`src/rtl/spi_xfer_ctrl.sv`:
```
// spi_xfer_ctrl: byte-stream SPI master with per-frame latched mode,
// chip-select framing, inter-byte hold in NEXT and a minimum cs-high gap.
module spi_xfer_ctrl #(
  parameter int unsigned system_clk = 50_000000,
  parameter int unsigned spi_rate   = 5_000000
) (
  input  logic       clk,
  input  logic       rst,
  input  logic       cpol,
  input  logic       cpha,
  input  logic [7:0] tx_data,
  input  logic       tx_valid,
  input  logic       tx_last,
  output logic       tx_ready,
  output logic [7:0] rx_data,
  output logic       rx_valid,
  output logic       busy,
  input  logic       miso,
  output logic       cs,
  output logic       sck,
  output logic       mosi
);

  localparam int unsigned RATIO = system_clk / spi_rate;
  localparam int unsigned N     = (RATIO < 4) ? 4 : RATIO;
  localparam int unsigned H     = N / 2;
  localparam int unsigned CW    = $clog2(N);

  localparam logic [2:0] S_IDLE  = 3'd0;
  localparam logic [2:0] S_LEAD  = 3'd1;
  localparam logic [2:0] S_XFER  = 3'd2;
  localparam logic [2:0] S_NEXT  = 3'd3;
  localparam logic [2:0] S_TRAIL = 3'd4;
  localparam logic [2:0] S_GAP   = 3'd5;

  logic [2:0]    state_q, state_d;
  logic [CW-1:0] cnt_q, cnt_d;
  logic [2:0]    bit_q, bit_d;
  logic          cpol_q, cpol_d;
  logic          cpha_q, cpha_d;
  logic          last_q, last_d;
  logic [7:0]    tx_q, tx_d;
  logic [7:0]    rx_sh_q, rx_sh_d;

  logic       tx_ready_d;
  logic [7:0] rx_data_d;
  logic       rx_valid_d;
  logic       busy_d;
  logic       cs_d;
  logic       sck_d;
  logic       mosi_d;
  logic       accept;

  // Next-state, counters, latched frame context and next output values
  always_comb begin
    state_d    = state_q;
    cnt_d      = cnt_q;
    bit_d      = bit_q;
    cpol_d     = cpol_q;
    cpha_d     = cpha_q;
    last_d     = last_q;
    tx_d       = tx_q;
    rx_sh_d    = rx_sh_q;
    rx_data_d  = rx_data;
    rx_valid_d = 1'b0;
    mosi_d     = mosi;
    sck_d      = cpol_q;
    accept     = tx_valid && tx_ready;

    case (state_q)
      S_IDLE: begin
        if (accept) begin
          state_d = S_LEAD;
          cnt_d   = '0;
          cpol_d  = cpol;
          cpha_d  = cpha;
          tx_d    = tx_data;
          last_d  = tx_last;
          mosi_d  = tx_data[7];
        end
      end
      S_LEAD: begin
        if (cnt_q == CW'(H - 1)) begin
          state_d = S_XFER;
          cnt_d   = '0;
          bit_d   = '0;
        end else begin
          cnt_d = cnt_q + CW'(1);
        end
      end
      S_XFER: begin
        if (cnt_q == CW'(N - 1)) begin
          cnt_d = '0;
          if (bit_q == 3'd7) begin
            rx_valid_d = 1'b1;
            rx_data_d  = rx_sh_q;
            state_d    = last_q ? S_TRAIL : S_NEXT;
          end else begin
            bit_d = bit_q + 3'd1;
          end
        end else begin
          cnt_d = cnt_q + CW'(1);
        end
      end
      S_NEXT: begin
        if (accept) begin
          state_d = S_XFER;
          cnt_d   = '0;
          bit_d   = '0;
          tx_d    = tx_data;
          last_d  = tx_last;
        end
      end
      S_TRAIL: begin
        if (cnt_q == CW'(H - 1)) begin
          state_d = S_GAP;
          cnt_d   = '0;
        end else begin
          cnt_d = cnt_q + CW'(1);
        end
      end
      S_GAP: begin
        if (cnt_q == CW'(N - 1)) begin
          state_d = S_IDLE;
          cnt_d   = '0;
        end else begin
          cnt_d = cnt_q + CW'(1);
        end
      end
      default: begin
        state_d = S_IDLE;
        cnt_d   = '0;
      end
    endcase

    // mosi moves only at bit start; miso captured as sck enters its second half
    if (state_d == S_XFER && cnt_d == '0) begin
      mosi_d = tx_d[3'd7 - bit_d];
    end
    if (state_d == S_XFER && cnt_d == CW'(H)) begin
      rx_sh_d = {rx_sh_q[6:0], miso};
    end

    case (state_d)
      S_IDLE:  sck_d = cpol;
      S_XFER:  sck_d = (cnt_d < CW'(H)) ? (cpol_d ^ cpha_d) : ~(cpol_d ^ cpha_d);
      default: sck_d = cpol_d;
    endcase

    cs_d       = (state_d == S_IDLE) || (state_d == S_GAP);
    tx_ready_d = (state_d == S_IDLE) || (state_d == S_NEXT);
    busy_d     = (state_d != S_IDLE);
  end

  // State, context and registered outputs
  always_ff @(posedge clk or posedge rst) begin
    if (rst) begin
      state_q  <= S_IDLE;
      cnt_q    <= '0;
      bit_q    <= '0;
      cpol_q   <= 1'b0;
      cpha_q   <= 1'b0;
      last_q   <= 1'b0;
      tx_q     <= '0;
      rx_sh_q  <= '0;
      tx_ready <= 1'b0;
      rx_data  <= '0;
      rx_valid <= 1'b0;
      busy     <= 1'b0;
      cs       <= 1'b1;
      sck      <= 1'b0;
      mosi     <= 1'b0;
    end else begin
      state_q  <= state_d;
      cnt_q    <= cnt_d;
      bit_q    <= bit_d;
      cpol_q   <= cpol_d;
      cpha_q   <= cpha_d;
      last_q   <= last_d;
      tx_q     <= tx_d;
      rx_sh_q  <= rx_sh_d;
      tx_ready <= tx_ready_d;
      rx_data  <= rx_data_d;
      rx_valid <= rx_valid_d;
      busy     <= busy_d;
      cs       <= cs_d;
      sck      <= sck_d;
      mosi     <= mosi_d;
    end
  end

endmodule
```
`config.mk`:
```
export PLATFORM = sky130hd
export DESIGN_NAME = spi_xfer_ctrl
export DESIGN_NICKNAME = d
export VERILOG_FILES = /design/src/rtl/spi_xfer_ctrl.sv
export SDC_FILE = /design/constraint.sdc
export NUM_CORES = 1
export LEC_CHECK = 0
export ABC_AREA = 1
export BUFFER_PORTS_ARGS = -buffer_cell sky130_fd_sc_hd__buf_2
export CAP_MARGIN = 15
export CORE_MARGIN = 4
export CORE_UTILIZATION = 57
export DETAILED_ROUTE_END_ITERATION = 8
export PLACE_DENSITY = 0.78
export SYNTH_ARGS = -nofsm -noshare
export SYNTH_HDL_FRONTEND = slang
export SYNTH_SLANG_ARGS = --single-unit
```
`constraint.sdc`:
```
create_clock -name clk -period 2.6 [get_ports clk]
set_input_delay 0.78 -clock clk [delete_from_list [all_inputs] [get_ports clk]]
set_output_delay 0.78 -clock clk [all_outputs]
set_load 0.02 [all_outputs]
```
==> results of run 1 <==
==> cells in the mapped netlist <==
cell / n
nor2_2: 4
nor2_4: 1
nand4_2: 1
nor3b_2: 1
or2_0: 1
o31ai_1: 1
and2_1: 1
buf_6: 2
xor2_1: 3
clkbuf_1: 1
inv_2: 4
o21ai_2: 8
o21ai_0: 12
nand3_1: 39
nand3_4: 2
o21bai_1: 1
nand2_1: 85
dfstp_2: 1
a21oi_1: 3
ha_1: 4
dfrtp_1: 42
nand3b_1: 2
nand3_2: 2
nor2_1: 11
nor3b_1: 1
nand2_2: 5
o21ai_1: 3
inv_1: 29
==> layout make-up <==
cell class,instances,area (um2)
flip-flops and latches,43,1077
inverters,33,123.9
multi-input cells,191,997.2
clock buffers,5,68.82
clock inverters,3,43.79
well taps,48,60.06
repair buffers,30,155.1
fillers,311,1190
==> cell families (layout without fill, tap and decap cells) <==
| family | Yosys count | after routing |
|---|---|---|
| AOI/OAI and AO/OA | 28 | 28 |
| and+or+nand+nor | 156 | 156 |
| buffers and inverters | 36 | 71 |
| xor gates and xnor gates | 3 | 3 |
| adders and majority gates | 4 | 4 |
| DFF | 43 | 43 |
==> worst max-delay path by stage <==
stage / start / to / cells past startpoint
after floorplan: tx_valid / rx_sh_q[1]$_DFFE_PP0P_ / 9
after global placement: tx_valid / rx_sh_q[7]$_DFFE_PP0P_ / 9
after detailed placement: tx_valid / rx_sh_q[2]$_DFFE_PP0P_ / 9
after CTS: cnt_q[1]$_DFF_PP0_ / rx_sh_q[2]$_DFFE_PP0P_ / 11
after global routing: cnt_q[1]$_DFF_PP0_ / mosi$_DFFE_PP0P_ / 13
final: cnt_q[1]$_DFF_PP0_ / mosi$_DFFE_PP0P_ / 13
==> registers in the layout (all words and copies together), names as in the netlist <==
name / cells
rx_data: 8
state_q: 3
sck: 1
busy: 1
cpha_q: 1
rx_sh_q: 8
bit_q: 3
mosi: 1
rx_valid: 1
tx_ready: 1
cs: 1
last_q: 1
cpol_q: 1
cnt_q: 4
tx_q: 8
==> power by group through the flow <==
stage	registers [mW]	logic [mW]	clock network, mW
after CTS	0.673	0.0336	0.534
after global placement	0.687	0.0333	0
after global routing	0.674	0.0376	0.563
final	0.673	0.0321	0.523
after detailed placement	0.686	0.0335	0
after floorplan	0.686	0.0169	0
==> per-layer routing <==
layer  GRT usage  wire length, um  up-vias
met5           0                0        -
met4     0.06170               78        0
met3     0.05612              192        9
met2      0.3150             2152       38
met1      0.2465             2026      838
li1            -                -      927
==> placed cells by master (no fill, tap or decap) <==
| master | instances |
|---|---|
| and2_1 | 1 |
| nor3b_1 | 1 |
| dfstp_2 | 1 |
| clkbuf_8 | 5 |
| o21ai_2 | 8 |
| dfrtp_1 | 42 |
| or2_0 | 1 |
| nor3b_2 | 1 |
| nand4_2 | 1 |
| buf_2 | 28 |
| xor2_1 | 3 |
| nand2_2 | 5 |
| nor2_2 | 4 |
| nor2_1 | 11 |
| buf_4 | 2 |
| nand3b_1 | 2 |
| nand3_4 | 3 |
| nor2_4 | 1 |
| ha_1 | 4 |
| inv_2 | 4 |
| nand3_2 | 1 |
| bufinv_16 | 1 |
| clkinv_4 | 1 |
| o31ai_1 | 1 |
| o21bai_1 | 1 |
| nand2_1 | 85 |
| nand3_1 | 39 |
| a21oi_1 | 3 |
| o21ai_1 | 3 |
| inv_1 | 29 |
| o21ai_0 | 12 |
| clkinv_2 | 1 |
==> per-stage QoR <==
step	instances	power [mW]	hold slack, ps
2_1_floorplan	270	0.7030	437.7
3_3_place_gp	345	0.7198	450.0
3_5_place_dp	345	0.7200	458.0
4_1_cts	353	1.241	475.5
5_1_grt	353	1.275	499.9
6_report	353	1.228	472.5
==> worst max-delay path: stages, from the launching register on <==
cell and delay, ps:
dfrtp_1 440, inv_1 110, ha_1 170, nand2_1 70
nor2_2 240, nor2_1 90, nor2_1 230, nand4_2 220
nor2_4 200, inv_1 50, nor2_1 150, nand3_1 120
nand2_1 90, nand2_1 50
==> what timing repair did <==
action / in CTS / in global routing
resized for setup: 0 / 1
hold buffers: 0 / 0
setup endpoints to repair: 0 / 8
==> out/summary.txt, run 1 <==
setup TNS - 0 ps
endpoints failing setup - 0
final hold violation count - 0
crit path DAT - 2520 ps
clk root buf - clkbuf_8
max_cap viols - 0
Clock Tree Buf Depth - 2
RSZ-0062 raised after global routing - false
Post-Synth Simple-Gate Area - 0.3330
core outline area - 3716 um2
I/O pin cnt - 29
sw frac - 0.2112
Initial DRC Count - 76
Syn Std Cell Area - 2217 um2
crit-path max FO - 5
power per standard cell area - 486.2 nW/um2
top cell type's share of synthesized area - 0.4740
Logic pwr share - 0.026
drt pass-1 iters - 4
die width - 70.37 um
worst reg2reg path startpoint - cnt_q[1]$_DFF_PP0_
final setup margin - 273.8 ps
Peak supply drop - 0.4797 mV
synthesized flop and latch total - 43
fmax - 429.9 MHz
Core Util, Final - 0.6798
HP Start - tx_q[2]$_DFF_PP0_
mux contribution to synthesized area - 0
Antenna Nets Post-Route - 0
total wire length - 4.450 mm
Req. time, crit path - 2790 ps
cell taking the most area after synthesis - dfrtp_1
R2R depth - 13
P&R area growth vs syn - 13.94%
overall routing resource usage - 0.1933
Die H - 70.37 um
clock network fraction of total power - 0.426
Reg power frac - 0.548
post-synth net total - 289
Sink Count - 43
vias in the first global route - 1656
pins over their slew limit - 0
Core Rows - 22
layout cells sized above 1 - 0.2197
initial antenna violation count - 0
Distinct cells, synth - 28
post-route cell area - 2526 um2
largest family of logic cells by synthesized area - simple AND/OR/NAND/NOR gates
Worst Skew - 3.010 ps
slew of the pin with the lowest slew margin - 509.6 ps
via/cell ratio - 5.133
die area - 4951 um2
routed via count - 1812
Clk Latency, worst-skew pair - 300 ps
Crit Path Class - reg2reg
CTS tree - done
internal power - 0.9688 mW
fin crit period - 2326 ps
Hold Crit Class - reg2reg
detailed placement HPWL - 3.221 mm
WL per Instance - 12.61 um
DR DRC count - 0
reg-to-reg critical path endpoint - mosi$_DFFE_PP0P_
Synth Area in XOR/XNOR - 0.01185
worst hold path endpoint - tx_q[2]$_DFF_PP0_
Synth area leaders - dfrtp_1 47%, nand2_1 14%, nand3_1 8.8%
outcome - finished clean
CP Capture Type - flip-flop
register clock-pin slew on the reported worst setup and hold paths - 80 ps
Mapped Avg Cell Area - 8.212 um2
Gate Count Post-Synth - 270
Initial Util - 0.5966
Nets - 323
pre-CTS setup slack - 158.0 ps
gp weighted congestion - 0.8626
CP Launch Type - flip-flop
R2R Setup Slk - 270 ps
Max transition margin - 0.6573
CTS H-tree depth - 2
total congestion overflow - 0
port bufs - 28
warnings from Yosys - 0
Setup Buffers After CTS - 0
switching pwr - 0.2594 mW
post-synthesis compound-gate area fraction - 0.07901
Seq/Total Area, Yosys - 0.4859
largest net degree at the start of global routing - 44
hold-critical path depth - 2
Adder-Cell Fraction of Synth Area - 0.02257
post-place instance area - 2406 um2
first-pass GRT wire length - 7.562 mm
ant diodes - 0
P_leak - 1.341 nW
Tcrit/Tclk final - 0.8947
Num CTS Buffers - 5
(Power assumes the default switching activity.)
==> run 2, diff against run 1 <==
Settings changed: CORE_ASPECT_RATIO from default to 0.7, PLACE_DENSITY 0.78 to 0.86.
==> run 2 against run 1 <==
Effect of this change:
- worst hold slack lost 0.51 ps
- non-clock buffer count is the same
- count of clock-buffer cells in the layout rose by 1
- critical path type unchanged
- clock power shrank 22%
- register-to-register slack gained 20 ps
- sequential share of layout area is 0.43 points higher
- routed wire length is 5.2% higher
- critical path depth fell by 2
- combinational power about the same
==> out/summary.txt, run 2 (same netlist as run 1, synthesis figures left out) <==
slew of the pin with the lowest slew margin - 556.8 ps (+47.13 ps)
endpoints failing setup - 0 (unchanged)
final hold violation count - 0 (unchanged)
Die H - 60.18 um (-14%)
power per standard cell area - 444.7 nW/um2 (-8.5%)
WL per Instance - 13.18 um (+4.6%)
Num CTS Buffers - 5 (unchanged)
cts hold-fix bufs - 0 (unchanged)
crit path DAT - 2490 ps (-30 ps)
RSZ-0062 raised after global routing - false
CTS H-tree depth - 2 (unchanged)
Crit Path Class - reg2reg
largest net degree at the start of global routing - 44 (unchanged)
Antenna Nets Post-Route - 0 (unchanged)
outcome - finished clean
crit-path max FO - 16 (+11)
Register Area - 1077 um2 (unchanged)
ant diodes - 0 (unchanged)
Initial DRC Count - 212 (+180%)
gp weighted congestion - 0.8829 (+2.4%)
clk root buf - clkbuf_8
DR DRC count - 0 (unchanged)
P&R area growth vs syn - 12.81%
worst reg2reg path startpoint - cnt_q[1]$_DFF_PP0_
I/O pin cnt - 29 (unchanged)
core outline area - 3626 um2 (-2.4%)
area occupied by multi-input gates - 997.2 um2 (unchanged)
commonest non-fill, non-tap cell in the layout - nand2_1
fin cells - 355 (+0.57%)
register clock-pin slew on the reported worst setup and hold paths - 80 ps (about the same)
die area - 4968 um2 (+0.33%)
via/cell ratio - 5.237 (+2.0%)
Sink Count - 43 (unchanged)
Min Hold Slack - 472.0 ps (-0.5130 ps)
reg-to-reg critical path endpoint - rx_sh_q[4]$_DFFE_PP0P_
Nets - 323 (unchanged)
setup TNS - 0 ps (unchanged)
total wire length - 4.680 mm (+5.2%)
first-pass GRT wire length - 7.845 mm (+3.7%)
CP Launch Point - cnt_q[1]$_DFF_PP0_
Core Rows - 18 (-18%)
pins over their slew limit - 0 (unchanged)
Largest regs - rx_data: 8 flops, rx_sh_q: 8 flops, tx_q: 8 flops
crit path to - rx_sh_q[4]$_DFFE_PP0P_
vias in the first global route - 1692 (+2.2%)
drt pass-1 iters - 6 (+2)
routed via count - 1859 (+2.6%)
Tcrit/Tclk final - 0.8887 (-0.005963)
Worst Skew - 6.493 ps (+3.483 ps)
placed insts - 347 (+0.58%)
layout cells sized above 1 - 0.2164 (-0.003279)
most frequent cells in the layout - 85 x nand2_1, 42 x dfrtp_1, 39 x nand3_1
CTS tree - done
detailed placement HPWL - 3.576 mm (+11%)
Fill cells - 279 (-10%)
R2R Setup Slk - 290 ps (+20 ps)
Clock Tree Buf Depth - 2 (unchanged)
fin crit period - 2311 ps (-15.50 ps)
fmax - 432.8 MHz (+0.67%)
max_cap viols - 0 (unchanged)
Req. time, crit path - 2780 ps (about the same)
CP Capture Type - flip-flop
Clk Latency, worst-skew pair - 290 ps (about the same)
Max transition margin - 0.6256 (-0.03169)
die width - 82.55 um (+17%)
Hold Crit Class - reg2reg
R2R depth - 11 (-2)
Initial Util - 0.6115 (+0.01482)
P_leak - 1.324 nW (-1.3%)
port bufs - 28 (unchanged)
Peak supply drop - 0.6138 mV (+28%)
initial antenna violation count - 0 (unchanged)
CP Launch Type - flip-flop
total congestion overflow - 0 (unchanged)
overall routing resource usage - 0.2123 (+0.01903)
-- run 2: cell count changes in the layout (fill, tap and decap cells not counted) --
cell        previous run  this run
bufinv_16              1         0
clkinv_4               1         0
clkbuf_1               0         1
clkinvlp_4             0         1
-- run 2: power breakdown --
group          leakage, nW  switching (mW)  internal [mW]
registers            0.527         0.00194          0.671
logic                0.755          0.0209         0.0115
clock network       0.0412           0.219          0.188
-- run 2: critical path: stages, from the launching register on --
cell and delay [ps]:
dfrtp_1 440, inv_1 100, ha_1 160, nand2_1 70, nor2_2 210, nor2_1 90, nor2_1 220, nand4_2 230
nor2_4 210, nand3_4 230, nand2_1 150, o21ai_2 60
-- run 2: what timing repair did --
action,CTS,global route
endpoints found under the hold margin,0,0
endpoints found under the setup margin,0,8
gates resized for setup,0,1
setup buffers,0,0
-- run 2: routing by layer --
metal / global-route usage / part of all wire / wire length, um / up-vias
met3: 0.04970 / 0.059 / 276 / 12
met4: 0.06294 / 0.014 / 65 / 0
met1: 0.3084 / 0.49 / 2300 / 851
met2: 0.3174 / 0.44 / 2037 / 62
li1: - / - / - / 934
met5: 0 / 0 / 0 / -
-- run 2: worst min-delay path by stage --
stage	cells past startpoint	endpoint	slack, ps	startpoint
after CTS	2	tx_q[1]$_DFF_PP0_	480	tx_q[1]$_DFF_PP0_
final	2	tx_q[1]$_DFF_PP0_	470	tx_q[1]$_DFF_PP0_
after detailed placement	2	tx_q[1]$_DFF_PP0_	460	tx_q[1]$_DFF_PP0_
after floorplan	2	tx_q[1]$_DFF_PP0_	440	tx_q[1]$_DFF_PP0_
after global placement	2	rx_data[7]$_DFFE_PP0P_	450	rx_data[7]$_DFFE_PP0P_
after global routing	2	rx_sh_q[3]$_DFFE_PP0P_	500	rx_sh_q[3]$_DFFE_PP0P_
-- run 2: final cells by class --
cell class,instances,area share
Clock buffer,6,0.02901
Clock inverter,2,0.005002
Inverter,33,0.04952
Multi-Input combinational cell,191,0.3987
Sequential cell,43,0.4307
Tap cell,50,0.02501
Timing Repair Buffer,30,0.06203
-- run 2: metrics by stage --
step | total power [mW] | setup WS [ps] | utilization | area [um2]
3_5_place_dp | 0.7201 | 141.3 | 0.6643 | 2409
6_report | 1.112 | 289.3 | 0.6898 | 2501
4_1_cts | 1.123 | 123.3 | 0.6877 | 2494
2_1_floorplan | 0.7030 | 530.3 | - | 2217
3_3_place_gp | 0.7195 | 256.1 | 0.6643 | 2409
5_1_grt | 1.161 | 49.01 | 0.6898 | 2501
==> run 3, diff against run 2 <==
==> constraint.sdc (replaced) <==
create_clock -name clk -period 2.6 [get_ports clk]
set_input_delay 0.52 -clock clk [delete_from_list [all_inputs] [get_ports clk]]
set_output_delay 0.52 -clock clk [all_outputs]
set_load 0.02 [all_outputs]
==> run 3 against run 2 <==
Effect of this change:
- core utilization unchanged
- die area unchanged
- largest cell class unchanged
- first-iteration DRC count down 42%
- design area stayed put
- total power grew 0.82%
- combinational power about the same
- register-to-register slack got worse by 30 ps
- fmax down 1.3%
- critical path depth unchanged
==> out/summary.txt, run 3 (same netlist as run 1, synthesis figures left out) <==
register clock-pin slew on the reported worst setup and hold paths - 80 ps (about the same)
slowest stage cell, crit path - dfrtp_1
crit path DAT - 2530 ps (+40 ps)
P_leak - 1.328 nW (+0.36%)
Req. time, crit path - 2790 ps (about the same)
placed insts - 348 (+0.29%)
endpoints failing setup - 0 (unchanged)
GR Layer Usage met1 - 0.2908 (-0.01762)
core outline area - 3626 um2 (unchanged)
Crit Path Class - reg2reg
switching pwr - 0.2509 mW (+3.7%)
fin cells - 356 (+0.28%)
internal power - 0.8706 mW (about the same)
via/cell ratio - 5.242 (about the same)
Clock Tree Buf Depth - 2 (unchanged)
RSZ-0062 raised after global routing - false
Setup Buffers After CTS - 0 (unchanged)
Critical Path, Cell by Cell - inv_1, ha_1, nand2_1, nor2_2, nor2_1, nor2_1, nand4_2, nor2_4, nand3_2, nand2_1, o21ai_2
slowest stage delay, CP - 440 ps (about the same)
Reg power frac - 0.600 (-0.005)
Clk Latency, worst-skew pair - 300 ps (about the same)
Largest regs - rx_data: 8 flops, rx_sh_q: 8 flops, tx_q: 8 flops
Antenna Nets Post-Route - 0 (unchanged)
Core Rows - 18 (unchanged)
CP Capture Type - flip-flop
clk root buf - clkbuf_8
first-pass GRT wire length - 7.617 mm (-2.9%)
sw frac - 0.2237 (+0.006292)
Fill cells - 311 (+11%)
I/O pin cnt - 29 (unchanged)
total wire length - 4.686 mm (+0.13%)
clock network fraction of total power - 0.370 (+0.004)
Worst Skew - 7.476 ps (+0.9823 ps)
layout cells sized above 1 - 0.2190 (+0.002561)
Max transition margin - 0.6228 (-0.002792)
Min Hold Slack - 331.9 ps (-140.0 ps)
cts hold-fix bufs - 0 (unchanged)
Logic pwr share - 0.029 (about the same)
detailed placement HPWL - 3.537 mm (-1.1%)
DR DRC count - 0 (unchanged)
power per standard cell area - 448.4 nW/um2 (+0.82%)
Sink Count - 43 (unchanged)
post-CTS resize count - 0 (unchanged)
CTS tree - done
largest net degree at the start of global routing - 44 (unchanged)
Tcrit/Tclk final - 0.9008 (+0.01208)
port bufs - 28 (unchanged)
routed via count - 1866 (+0.38%)
outcome - finished clean
ant diodes - 0 (unchanged)
met2 Resource Use GR - 0.3071 (-0.01027)
Nets - 324 (+0.31%)
max_cap viols - 0 (unchanged)
overall routing resource usage - 0.2133 (+0.001018)
GRT met3 Usage - 0.08434 (+0.03464)
CP Launch Type - flip-flop
Die H - 60.18 um (unchanged)
Num CTS Buffers - 5 (unchanged)
total congestion overflow - 0 (unchanged)
pins over their slew limit - 0 (unchanged)
Initial Util - 0.6115 (unchanged)
setup TNS - 0 ps (unchanged)
Peak supply drop - 0.3565 mV (-42%)
fin crit period - 2342 ps (+31.41 ps)
Core Util, Final - 0.6898 (unchanged)
Top Usage Layer GRT - met2
die area - 4968 um2 (unchanged)
drt pass-1 iters - 5 (-1)
vias in the first global route - 1662 (-1.8%)
Initial DRC Count - 122 (-42%)
fmax - 427.0 MHz (-1.3%)
initial antenna violation count - 0 (unchanged)
WL per Instance - 13.16 um (-0.15%)
gp weighted congestion - 0.8584 (-2.8%)
slew of the pin with the lowest slew margin - 560.9 ps (+4.153 ps)
CTS H-tree depth - 2 (unchanged)
commonest non-fill, non-tap cell in the layout - nand2_1
Hold Crit Class - in2async
P&R area growth vs syn - 12.81% (unchanged)
die width - 82.55 um (unchanged)
most frequent cells in the layout - 85 x nand2_1, 42 x dfrtp_1, 39 x nand3_1
crit-path max FO - 16 (unchanged)
final hold violation count - 0 (unchanged)
-- run 3: critical path, delay by kind of cell, from the launching register on --
kind,cells,cell delay [ps]
AO/OA/AOI/OAI,1,70
adder cells (fa/ha/maj),1,160
AND/OR/NAND/NOR,8,1460
flip-flops,1,440
buffers and inverters,1,100
-- run 3: layout make-up --
cell class                      count  area, um2  share of cell area
Tap cell                           50      62.56             0.02501
Clock inverter                      2      12.51            0.005002
Multi-Input combinational cell    191      989.7              0.3957
Timing Repair Buffer               31      162.7             0.06503
Clock buffer                        6      72.57             0.02901
Sequential cell                    43       1077              0.4307
Inverter                           33      123.9             0.04952
-- run 3: metal layers --
metal	up-vias	part of all wire
li1	929	-
met4	0	0.019
met5	-	0
met2	59	0.43
met1	870	0.47
met3	8	0.079
-- run 3: path summary, 6_finish.rpt --
path / startpoint / cells past startpoint / slack (ps) / to
min in group clk: miso / 3 / 460 / rx_sh_q[0]$_DFFE_PP0P_
min: rst / 3 / 330 / busy$_DFF_PP0_
min reg2reg: tx_q[1]$_DFF_PP0_ / 2 / 470 / tx_q[1]$_DFF_PP0_
max in group asynchronous: rst / 3 / 1900 / tx_q[3]$_DFF_PP0_
max reg2reg: cnt_q[1]$_DFF_PP0_ / 11 / 260 / rx_sh_q[2]$_DFFE_PP0P_
max: cnt_q[1]$_DFF_PP0_ / 11 / 260 / rx_sh_q[2]$_DFFE_PP0P_
-- run 3: per-stage QoR --
step	instance area [um2]	total power, mW	setup slack (ps)
2_1_floorplan	2217	0.7030	672.3
3_3_place_gp	2416	0.7189	408.3
3_5_place_dp	2416	0.7201	288.5
4_1_cts	2501	1.129	267.4
5_1_grt	2501	1.172	66.78
6_report	2501	1.121	257.9
-- run 3: power by group through the flow --
stage | combinational, mW | clock (mW) | sequential [mW]
3_3_place_gp | 0.0324 | 0 | 0.687
4_1_cts | 0.0339 | 0.422 | 0.673
2_1_floorplan | 0.0169 | 0 | 0.686
3_5_place_dp | 0.0336 | 0 | 0.687
6_report | 0.0326 | 0.415 | 0.673
5_1_grt | 0.0378 | 0.460 | 0.674
